## src/rtl/bus_dma_master_pkg.sv

```systemverilog
`default_nettype none
// ============================================================================
// Module      : bus_dma_master_pkg
// Description : Shared FSM state encoding and bus request type constants for
//               the DMA master and the accelerator's slave decoder.
// Revision    : 1.0 - initial release
// ============================================================================
package bus_dma_master_pkg;

    // Copy engine states; explicit width so the slave decoder can share it.
    typedef enum logic [2:0] {
        ST_IDLE   = 3'd0,
        ST_RD     = 3'd1,
        ST_RD_GAP = 3'd2,
        ST_WR     = 3'd3,
        ST_WR_GAP = 3'd4,
        ST_DONE   = 3'd5
    } dma_state_t;

    // Bus request kinds as seen by the slave decoder.
    typedef enum logic [1:0] {
        BUS_REQ_NONE  = 2'd0,
        BUS_REQ_READ  = 2'd1,
        BUS_REQ_WRITE = 2'd2
    } bus_req_t;

endpackage
`default_nettype wire

```

## src/rtl/bus_dma_master_packet_buffer.sv

```systemverilog
`default_nettype none
// ============================================================================
// Module      : dma_packet_buffer
// Description : Single-entry packet register between the read and write
//               phases of a copy. Loaded on read completion, marked empty on
//               write completion.
// Revision    : 1.0 - initial release
// ============================================================================
module dma_packet_buffer #(
    parameter int WIDTH = 256
) (
    input  logic             clk,
    input  logic             rst,
    input  logic             load,
    input  logic             clear,
    input  logic [WIDTH-1:0] data_in,
    output logic [WIDTH-1:0] data_out,
    output logic             valid
);
    import bus_dma_master_pkg::*;

    logic [WIDTH-1:0] r_data;
    logic             r_valid;

    // Capture read data; a load in the same cycle as a clear keeps the entry full.
    always_ff @(posedge clk) begin
        if (!rst) begin
            r_data  <= '0;
            r_valid <= 1'b0;
        end else if (load) begin
            r_data  <= data_in;
            r_valid <= 1'b1;
        end else if (clear) begin
            r_valid <= 1'b0;
        end
    end

    assign data_out = r_data;
    assign valid    = r_valid;

endmodule
`default_nettype wire

```

## src/rtl/bus_dma_master.sv

```systemverilog
`default_nettype none
// ============================================================================
// Module      : bus_dma_master
// Description : Bus initiator copying cfg_len packets from cfg_src_addr to
//               cfg_dst_addr, one read then one write per packet, with a
//               single idle cycle after every bus transaction.
//               Optional watchdog enabled by defining DMA_TIMEOUT_EN.
// Revision    : 1.0 - initial release
// ============================================================================
module bus_dma_master #(
    parameter int BUS_PACKET_WIDTH = 256,
    parameter int ADDR_WIDTH       = 32,
    parameter int LEN_WIDTH        = 16,
    parameter int ADDR_STRIDE      = 1
`ifdef DMA_TIMEOUT_EN
    ,
    parameter int TIMEOUT_CYCLES   = 1024
`endif
) (
    input  logic                        clk,
    input  logic                        rst,
    input  logic                        start,
    input  logic [ADDR_WIDTH-1:0]       cfg_src_addr,
    input  logic [ADDR_WIDTH-1:0]       cfg_dst_addr,
    input  logic [LEN_WIDTH-1:0]        cfg_len,
    output logic                        busy,
    output logic                        done,
    output logic                        error,
    output logic [ADDR_WIDTH-1:0]       bus_master_addr,
    output logic                        bus_master_read_request,
    output logic                        bus_master_write_request,
    output logic [BUS_PACKET_WIDTH-1:0] bus_master_output,
    input  logic [BUS_PACKET_WIDTH-1:0] bus_master_input,
    input  logic                        bus_master_request_finish
);
    import bus_dma_master_pkg::*;

    localparam logic [ADDR_WIDTH-1:0] C_STRIDE = ADDR_WIDTH'(ADDR_STRIDE);

    dma_state_t              r_state;
    logic [ADDR_WIDTH-1:0]   r_src_ptr;
    logic [ADDR_WIDTH-1:0]   r_dst_ptr;
    logic [LEN_WIDTH-1:0]    r_remaining;
    logic [ADDR_WIDTH-1:0]   r_addr;
    logic                    r_rd_req;
    logic                    r_wr_req;
    logic                    r_busy;
    logic                    r_done;

    logic                        w_buf_load;
    logic                        w_buf_clear;
    logic                        w_buf_valid;
    logic [BUS_PACKET_WIDTH-1:0] w_buf_data;

`ifdef DMA_TIMEOUT_EN
    localparam int                C_WDOG_W    = $clog2(TIMEOUT_CYCLES + 1);
    localparam logic [C_WDOG_W-1:0] C_WDOG_LAST = C_WDOG_W'(TIMEOUT_CYCLES - 1);

    logic [C_WDOG_W-1:0] r_wdog;
    logic                r_error;
`endif

    // Finish only counts while the matching request is outstanding.
    assign w_buf_load  = (r_state == ST_RD) && bus_master_request_finish;
    assign w_buf_clear = (r_state == ST_WR) && bus_master_request_finish;

    dma_packet_buffer #(
        .WIDTH (BUS_PACKET_WIDTH)
    ) u_buf (
        .clk      (clk),
        .rst      (rst),
        .load     (w_buf_load),
        .clear    (w_buf_clear),
        .data_in  (bus_master_input),
        .data_out (w_buf_data),
        .valid    (w_buf_valid)
    );

    // Copy sequencer: every output is registered so requests change only on edges.
    always_ff @(posedge clk) begin
        if (!rst) begin
            r_state     <= ST_IDLE;
            r_src_ptr   <= '0;
            r_dst_ptr   <= '0;
            r_remaining <= '0;
            r_addr      <= '0;
            r_rd_req    <= 1'b0;
            r_wr_req    <= 1'b0;
            r_busy      <= 1'b0;
            r_done      <= 1'b0;
`ifdef DMA_TIMEOUT_EN
            r_wdog      <= '0;
            r_error     <= 1'b0;
`endif
        end else begin
            case (r_state)
                ST_IDLE: begin
                    r_done <= 1'b0;
                    if (start) begin
                        r_src_ptr   <= cfg_src_addr;
                        r_dst_ptr   <= cfg_dst_addr;
                        r_remaining <= cfg_len;
                        r_busy      <= 1'b1;
`ifdef DMA_TIMEOUT_EN
                        r_error     <= 1'b0;
                        r_wdog      <= '0;
`endif
                        if (cfg_len == '0) begin
                            r_state <= ST_DONE;
                        end else begin
                            r_state  <= ST_RD;
                            r_addr   <= cfg_src_addr;
                            r_rd_req <= 1'b1;
                        end
                    end
                end

                ST_RD: begin
                    if (bus_master_request_finish) begin
                        r_rd_req <= 1'b0;
                        r_state  <= ST_RD_GAP;
                    end
`ifdef DMA_TIMEOUT_EN
                    else if (r_wdog == C_WDOG_LAST) begin
                        r_rd_req <= 1'b0;
                        r_error  <= 1'b1;
                        r_busy   <= 1'b0;
                        r_done   <= 1'b1;
                        r_state  <= ST_DONE;
                    end else begin
                        r_wdog <= r_wdog + C_WDOG_W'(1);
                    end
`endif
                end

                ST_RD_GAP: begin
                    if (w_buf_valid) begin
                        r_state  <= ST_WR;
                        r_addr   <= r_dst_ptr;
                        r_wr_req <= 1'b1;
`ifdef DMA_TIMEOUT_EN
                        r_wdog   <= '0;
`endif
                    end
                end

                ST_WR: begin
                    if (bus_master_request_finish) begin
                        r_wr_req    <= 1'b0;
                        r_src_ptr   <= r_src_ptr + C_STRIDE;
                        r_dst_ptr   <= r_dst_ptr + C_STRIDE;
                        r_remaining <= r_remaining - LEN_WIDTH'(1);
                        r_state     <= ST_WR_GAP;
                    end
`ifdef DMA_TIMEOUT_EN
                    else if (r_wdog == C_WDOG_LAST) begin
                        r_wr_req <= 1'b0;
                        r_error  <= 1'b1;
                        r_busy   <= 1'b0;
                        r_done   <= 1'b1;
                        r_state  <= ST_DONE;
                    end else begin
                        r_wdog <= r_wdog + C_WDOG_W'(1);
                    end
`endif
                end

                ST_WR_GAP: begin
                    if (r_remaining != '0) begin
                        r_state  <= ST_RD;
                        r_addr   <= r_src_ptr;
                        r_rd_req <= 1'b1;
`ifdef DMA_TIMEOUT_EN
                        r_wdog   <= '0;
`endif
                    end else begin
                        r_busy  <= 1'b0;
                        r_done  <= 1'b1;
                        r_state <= ST_DONE;
                    end
                end

                // Arriving from a finished copy done is already high and drops here;
                // a zero-length copy arrives with done low and pulses it now.
                ST_DONE: begin
                    r_done  <= ~r_done;
                    r_busy  <= 1'b0;
                    r_state <= ST_IDLE;
                end

                default: begin
                    r_state  <= ST_IDLE;
                    r_rd_req <= 1'b0;
                    r_wr_req <= 1'b0;
                    r_busy   <= 1'b0;
                    r_done   <= 1'b0;
                end
            endcase
        end
    end

    assign busy                     = r_busy;
    assign done                     = r_done;
    assign bus_master_addr          = r_addr;
    assign bus_master_read_request  = r_rd_req;
    assign bus_master_write_request = r_wr_req;
    assign bus_master_output        = w_buf_data;

`ifdef DMA_TIMEOUT_EN
    assign error = r_error;
`else
    assign error = 1'b0;
`endif

endmodule
`default_nettype wire

```

## config.mk

```make
export PLATFORM = sky130hd
export DESIGN_NAME = bus_dma_master
export DESIGN_NICKNAME = d
export VERILOG_FILES = /design/src/rtl/bus_dma_master_pkg.sv /design/src/rtl/bus_dma_master_packet_buffer.sv /design/src/rtl/bus_dma_master.sv
export SDC_FILE = /design/constraint.sdc
export NUM_CORES = 1
export LEC_CHECK = 0
export BUFFER_PORTS_ARGS = -buffer_cell sky130_fd_sc_hd__buf_4
export CAP_MARGIN = 20
export CORE_AREA = 2 2 248 250
export DETAILED_ROUTE_END_ITERATION = 16
export DIE_AREA = 0 0 250 252
export HOLD_SLACK_MARGIN = 0.06
export SKIP_LAST_GASP = 1
export SYNTH_ARGS = -nofsm -noshare
export SYNTH_HDL_FRONTEND = slang
export SYNTH_SLANG_ARGS = --single-unit
```

## constraint.sdc

```tcl
create_clock -name clk -period 2.2 [get_ports clk]
set_input_delay 0.11 -clock clk [delete_from_list [all_inputs] [get_ports clk]]
set_output_delay 0.11 -clock clk [all_outputs]
set_load 0.01 [all_outputs]
```

==> Yosys cells after proc, flatten, opt, wreduce, memory -nomap -nowiden <==
Cells that the tools add are included.
W data, S select, Z words.
{ "op_classes": {"n_addsub": 3, "n_eq_ne": 12, "n_mux": 35, "bitwise": 4, "reduce_logical": 18} }
{ "op_table": {"columns": ["cell", "count"], "rows": [
  ["$mux W32", 8],
  ["$pmux W32 S2", 2],
  ["$pmux W32 S3", 1],
  ["$add A32 B1 Y32 const B", 2],
  ["$mux W16", 2],
  ["$pmux W16 S2", 1],
  ["$mux W3", 6],
  ["$logic_not A16 Y1", 1],
  ["$reduce_bool A16 Y1", 1],
  ["$sub A16 B1 Y16 const B", 1],
  ["$pmux W3 S5", 1],
  ["$ne A2 B2 Y1 const B", 6],
  ["$mux W1", 10],
  ["$reduce_and A5 Y1", 2],
  ["$pmux W1 S3", 3],
  ["$reduce_and A3 Y1", 3],
  ["$eq A3 B2 Y1 const B", 2],
  ["$eq A3 B3 Y1 const B", 2],
  ["$reduce_or A3 Y1", 2],
  ["$not A1 Y1", 4],
  ["$pmux W1 S4", 1],
  ["$reduce_and A4 Y1", 1],
  ["$reduce_bool A2 Y1", 2],
  ["$reduce_or A4 Y1", 1],
  ["other kinds (6)", 7]
]} }
{ "word_totals": {"reg_bits": 376, "inputBits": 340, "out_inout_bits": 293, "word_cells": 83} }

==> Longest topological paths before layout <==
{ "logic_depth": {"depth_word": 4, "depth_mapped": 10, "ltp_nobuf": 7} }

==> Modules after synthesis <==
Synthesis repeated with hierarchy kept, for this count alone.
{ "unflattened": {"cells_unflattened": 1770, "hier_area_um2": 17136.4} }
{ "modules_own_cells": {"columns": ["mod", "instances", "cells_each", "area_each_um2", "seq_area_each_um2"], "rows": [
  ["dma_packet_buffer", 1, 828, 9853.2, 5144.9],
  ["bus_dma_master", 1, 942, 7283.2, 2382.3]
]} }

==> Worst setup path before layout <==
OpenSTA, ideal clock, no wires.
{ "synth_timing": {"path_type": "reg2reg", "from": "reg r_remaining[0]", "to": "reg r_addr[0], in the netlist bus_master_addr[0]", "setup_ns": 0.072, "arrival_ns": 1.861, "required_time_ns": 2.128, "setup_slack_ns": 0.268, "path_stages_with_launch": 9, "n_path_buf": 1, "period_less_slack_ns": 1.932, "cell_sequence": "dfxtp_1 -> inv_1 -> ha_1 -> or3b_1 -> nor4b_2 -> nand3_1 -> nand3_2 -> buf_6 -> mux2i_1"} }
{ "synth_between": {"elab_chain_len": 3} }
{ "synth_lines": {"columns": ["item", "line_no", "source"], "rows": [
  ["start: declaration", "bus_dma_master.sv:43", "logic [LEN_WIDTH-1:0] r_remaining;"],
  ["start signal: assignment", "bus_dma_master.sv:102", "r_remaining <= cfg_len;"],
  ["start signal: assignment", "bus_dma_master.sv:152", "r_remaining <= r_remaining - LEN_WIDTH'(1);"],
  ["$reduce_bool A16 Y1", "bus_dma_master.sv:169", "if (r_remaining != '0) begin"],
  ["$ne A2 B2 Y1 (no line)", null, null],
  ["$reduce_and A5 Y1 (no line)", null, null],
  ["end signal: assignment", "bus_dma_master.sv:112", "r_addr <= cfg_src_addr;"],
  ["end signal: assignment", "bus_dma_master.sv:139", "r_addr <= r_dst_ptr;"],
  ["end signal: assignment", "bus_dma_master.sv:171", "r_addr <= r_src_ptr;"],
  ["end: declaration", "bus_dma_master.sv:44", "logic [ADDR_WIDTH-1:0] r_addr;"]
]} }
Every way passes these cells.
A chain may end at the register's enable or synchronous reset.

==> Final worst setup path <==
{ "layout_timing": {"from": "in cfg_len[14]", "to": "reg r_state[2]"} }
{ "layout_between": {"elab_chain_len": 4} }
{ "layout_lines": {"columns": ["item", "line_no", "source"], "rows": [
  ["start: declaration", "bus_dma_master.sv:25", "input logic [LEN_WIDTH-1:0] cfg_len,"],
  ["$logic_not A16 Y1", "bus_dma_master.sv:108", "if (cfg_len == '0) begin"],
  ["$mux W3", "bus_dma_master.sv:108", null],
  ["$mux W3", "bus_dma_master.sv:99", "if (start) begin"],
  ["$pmux W3 S5", "bus_dma_master.sv:96", "case (r_state)"],
  ["end signal: assignment", "bus_dma_master.sv:109", "r_state <= ST_DONE;"],
  ["end signal: assignment", "bus_dma_master.sv:111", "r_state <= ST_RD;"],
  ["end signal: assignment", "bus_dma_master.sv:121", "r_state <= ST_RD_GAP;"],
  ["end: declaration", "bus_dma_master.sv:40", "dma_state_t r_state;"]
]} }
Every way passes these cells. The select of a mux whose other input is x is not followed.

==> impl_metrics.prom <==
# TYPE chip_impl_metric gauge
chip_impl_metric{name="post_layout_nets",unit=""} 3390
chip_impl_metric{name="drtAntennaViolNets",unit=""} 0
chip_impl_metric{name="clock.fmax",unit="MHz"} 479
chip_impl_metric{name="synthesis.instances",unit=""} 2114
chip_impl_metric{name="first_drt_iteration_drcs",unit=""} 1229
chip_impl_metric{name="cts.htree.levels",unit=""} 2
chip_impl_metric{name="placed_cells",unit=""} 3440
chip_impl_metric{name="wl_per_instance",unit="microns"} 17.3
chip_impl_metric{name="detailed_placer_s_ending_hpwl",unit="microns"} 46000
chip_impl_metric{name="path_clk_slew",unit="ps"} 60
chip_impl_metric{name="floorplan.rows",unit=""} 90
chip_impl_metric{name="totalWireLength",unit="microns"} 66900
chip_impl_metric{name="net-switching-power",unit="mW"} 5.36
chip_impl_metric{name="avgViaCountPerCell",unit=""} 4.80
chip_impl_metric{name="hold_viol",unit=""} 0
chip_impl_metric{name="tightest_hold_margin",unit="ps"} 263
chip_impl_metric{name="maximum_root_to_sink_buffer_count",unit=""} 3
chip_impl_metric{name="share_of_power_burned_in_the_clock_network",unit=""} 0.393
chip_impl_info{name="path_cells",value="dlygate4sd3_1 > buf_4 > nor4_1 > dlygate4sd3_1 > nand4_1 > dlygate4sd3_1 > a31oi_1"} 1
chip_impl_info{name="layout_common_cells",value="buf_4, nand2_1, dfxtp_1"} 1
chip_impl_metric{name="fp.dieArea",unit="sq um"} 63000
chip_impl_info{name="hp-start",value="start"} 1
chip_impl_metric{name="critPathRequiredTime",unit="ps"} 2700
chip_impl_metric{name="critical_path.n_buffers_inverters",unit=""} 4
chip_impl_metric{name="net_switching_fraction_of_the_power",unit=""} 0.281
chip_impl_metric{name="min_delay_path_depth",unit=""} 5
chip_impl_metric{name="ir_drop",unit="mV"} 0.571
chip_impl_info{name="setup.worst_path.class",value="in2reg"} 1
chip_impl_metric{name="grt_pass1_vias",unit=""} 18400
chip_impl_metric{name="pwr_density_cell",unit="nW/um^2"} 706
chip_impl_metric{name="asyncSetResetFlopFracSynth",unit=""} 0
chip_impl_metric{name="syn_area_cell",unit="sq um"} 7.66
chip_impl_metric{name="max_slew_margin",unit=""} 0.633
chip_impl_info{name="critical_path.endpoint_type",value="register"} 1
chip_impl_metric{name="cts.sink_count",unit=""} 376
chip_impl_metric{name="ys_warn_count",unit=""} 0
chip_impl_metric{name="grt_first_pass_wirelength",unit="microns"} 102000
chip_impl_metric{name="grt_max_degree",unit=""} 84
chip_impl_metric{name="share_seq_of_total_power",unit=""} 0.404
chip_impl_metric{name="drc",unit=""} 0
chip_impl_info{name="tritoncts",value="done"} 1
chip_impl_metric{name="antenna_violations_before_repair",unit=""} 4
chip_impl_metric{name="timing.critical_path.slowest_cell_delay",unit="ps"} 600
chip_impl_metric{name="r2r_cells",unit=""} 6
chip_impl_metric{name="report.power.total",unit="mW"} 19.1
chip_impl_metric{name="worstPathMaxFanout",unit=""} 2
chip_impl_metric{name="final_cells",unit=""} 3863
chip_impl_metric{name="synth-edff-count",unit=""} 0
chip_impl_metric{name="clk-insertion-delay-late",unit="ps"} 580
chip_impl_info{name="crit_path_start_kind",value="input port"} 1
chip_impl_metric{name="synth_area",unit="sq um"} 16200
chip_impl_info{name="worstHoldPathType",value="in2reg"} 1
chip_impl_metric{name="core_area",unit="sq um"} 60100
chip_impl_metric{name="share_of_synthesized_area_occupied_by_flip_flops_and_latches",unit=""} 0.465
chip_impl_metric{name="grt_use_total",unit=""} 0.201
chip_impl_info{name="worst_hold_path.endpoint",value="bus_master_read_request"} 1
chip_impl_metric{name="io_pins",unit=""} 633
chip_impl_metric{name="synth_nets",unit=""} 2457
chip_impl_metric{name="die_boundary_height",unit="microns"} 252
chip_impl_metric{name="chipWidth",unit="microns"} 250
chip_impl_metric{name="globalplace.congestion",unit=""} 0.876
chip_impl_metric{name="timing.final.max_slew_violations",unit=""} 0
chip_impl_metric{name="cts-buffers-inserted",unit=""} 45
chip_impl_info{name="crit_path_top_delay_cell",value="dlygate4sd3_1"} 1
chip_impl_info{name="path_common_cell",value="dlygate4sd3_1"} 1
chip_impl_info{name="timing.rr.start",value="r_state[2]"} 1
chip_impl_metric{name="cellLeakagePower",unit="nW"} 11.4
chip_impl_metric{name="route.vias.total",unit=""} 18500
chip_impl_info{name="critical-path-top-delay-family",value="buffers and inverters"} 1
chip_impl_metric{name="floorplan.initialDensity",unit=""} 0.269
chip_impl_info{name="synthFlopType",value="dfxtp_1"} 1
chip_impl_metric{name="clock_skew",unit="ps"} 28.4
chip_impl_metric{name="timing.final.crit_share",unit=""} 0.950
chip_impl_metric{name="synth_seq_cells",unit=""} 376
chip_impl_metric{name="area_growth_syn_to_layout",unit="%"} 66.9
chip_impl_info{name="cts-root-buf",value="clkbuf_16"} 1
chip_impl_metric{name="p_int",unit="mW"} 13.7
chip_impl_metric{name="place.port_buffers",unit=""} 631
chip_impl_info{name="status",value="finished, final reports clean"} 1
chip_impl_metric{name="globalRoute.totalOverflow",unit=""} 0
chip_impl_metric{name="yosysUniqueCellTypes",unit=""} 76
chip_impl_metric{name="maxCapViolCount",unit=""} 0
chip_impl_metric{name="drt_pass1_iterations",unit=""} 7
chip_impl_metric{name="setup_viol_count_final",unit=""} 0
chip_impl_metric{name="reg2reg_setup_slack",unit="ps"} 130
chip_impl_metric{name="worst_ep_arrival_time",unit="ps"} 2590
chip_impl_metric{name="worstMarginPinSlew",unit="ps"} 550
chip_impl_metric{name="power_frac_comb",unit=""} 0.204
chip_impl_info{name="leading_cell_type_in_the_layout_fill_and_taps_excluded",value="buf_4"} 1
chip_impl_info{name="regToRegEndpoint",value="r_state[2]"} 1
chip_impl_metric{name="layout-drive-gt1-share",unit=""} 0.269
chip_impl_metric{name="min_tclk_post_route",unit="ps"} 2090
-- worst max path at each step --
stage              startpoint  cells past startpoint  slack, ps                  end
5_1_grt        r_remaining[0]                      8       -0.6  bus_master_addr[19]
3_3_place_gp   r_remaining[0]                      8        120  bus_master_addr[30]
4_1_cts            r_state[2]                      6          7           r_state[2]
2_1_floorplan  r_remaining[0]                      8        270   bus_master_addr[0]
6_report          cfg_len[14]                      7        110           r_state[2]
3_5_place_dp   r_remaining[0]                      8         80  bus_master_addr[30]
-- synthesized netlist by cell type (all sizes together) (13+ instances only) --
| cell | count | share of area |
|---|---|---|
| a31oi | 13 | 0.0050 |
| nand2 | 652 | 0.15 |
| a22oi | 42 | 0.019 |
| inv | 43 | 0.010 |
| nor3 | 40 | 0.012 |
| buf | 95 | 0.032 |
| nand4 | 20 | 0.0077 |
| mux2i | 36 | 0.022 |
| nand3 | 39 | 0.012 |
| nor4 | 15 | 0.0075 |
| o21ai | 87 | 0.027 |
| nor2 | 69 | 0.016 |
| dfxtp | 376 | 0.46 |
| and3 | 16 | 0.0062 |
| clkbuf | 86 | 0.020 |
| a21oi | 324 | 0.10 |
-- area by class of cell --
cell class,instances,area (sq um)
diodes,2,5.00
multi-input cells,1514,7720
inverters,43,169
flip-flops and latches,376,7530
fillers,5791,33100
well taps,782,978
clock inverters,12,97.6
clock buffers,67,1380
repair buffers,1067,9150
-- through the flow --
| stage | setup slack [ps] | instance area, sq um | util | TNS, ps |
|---|---|---|---|---|
| 6_report | 110 | 27000 | 0.450 | 0 |
| 5_1_grt | -0.576 | 27000 | 0.450 | -0.576 |
| 4_1_cts | 6.69 | 27000 | 0.449 | 0 |
| 3_5_place_dp | 77.7 | 22100 | 0.368 | 0 |
| 3_3_place_gp | 115 | 22100 | 0.368 | 0 |
| 2_1_floorplan | 268 | 16200 | - | 0 |
-- power groups by stage --
stage	Clock [mW]	Combinational (mW)	Sequential, mW
6_report	7.50	3.89	7.71
5_1_grt	7.93	4.22	7.77
4_1_cts	7.70	3.88	7.69
3_5_place_dp	0	3.35	7.83
3_3_place_gp	0	3.33	7.83
2_1_floorplan	0	1.55	7.89
-- worst min-delay path, stage by stage --
cell      delay (ps)
buf_4            130
a21o_1           120
o211ai_1          80
and3b_1          250
mux2i_1           80
-- cell families after synthesis --
family                     synth area share
AOI/OAI and AO/OA                     0.205
other                              0.000231
xor gates and xnor gates           0.000541
buffers and inverters                0.0622
and+or+nand+nor                       0.242
muxes                                0.0229
DFF                                   0.465
adders and majority gates           0.00232
-- metal layers --
layer	routed length, microns	global-route usage
met5	21	0
met4	3030	0.0975
met3	5020	0.0560
met2	32000	0.335
met1	26900	0.238
-- state kept, by name (all words and copies together), names as in the netlist --
name                      cells
bus_master_write_request      1
u_buf.valid                   1
busy                          1
bus_master_read_request       1
r_state                       3
r_remaining                  16
done                          1
u_buf.data_out              256
r_dst_ptr                    32
bus_master_addr              32
r_src_ptr                    32
-- what timing repair did --
| action | in CTS | in global routing |
|---|---|---|
| buffers inserted | 0 | 1 |
| resized for setup | 0 | 3 |
| endpoints found under the hold margin | 375 | 0 |
| hold buffers | 341 | 0 |
| endpoints found under the setup margin | 0 | 24 |
(Power assumes the default switching activity.)
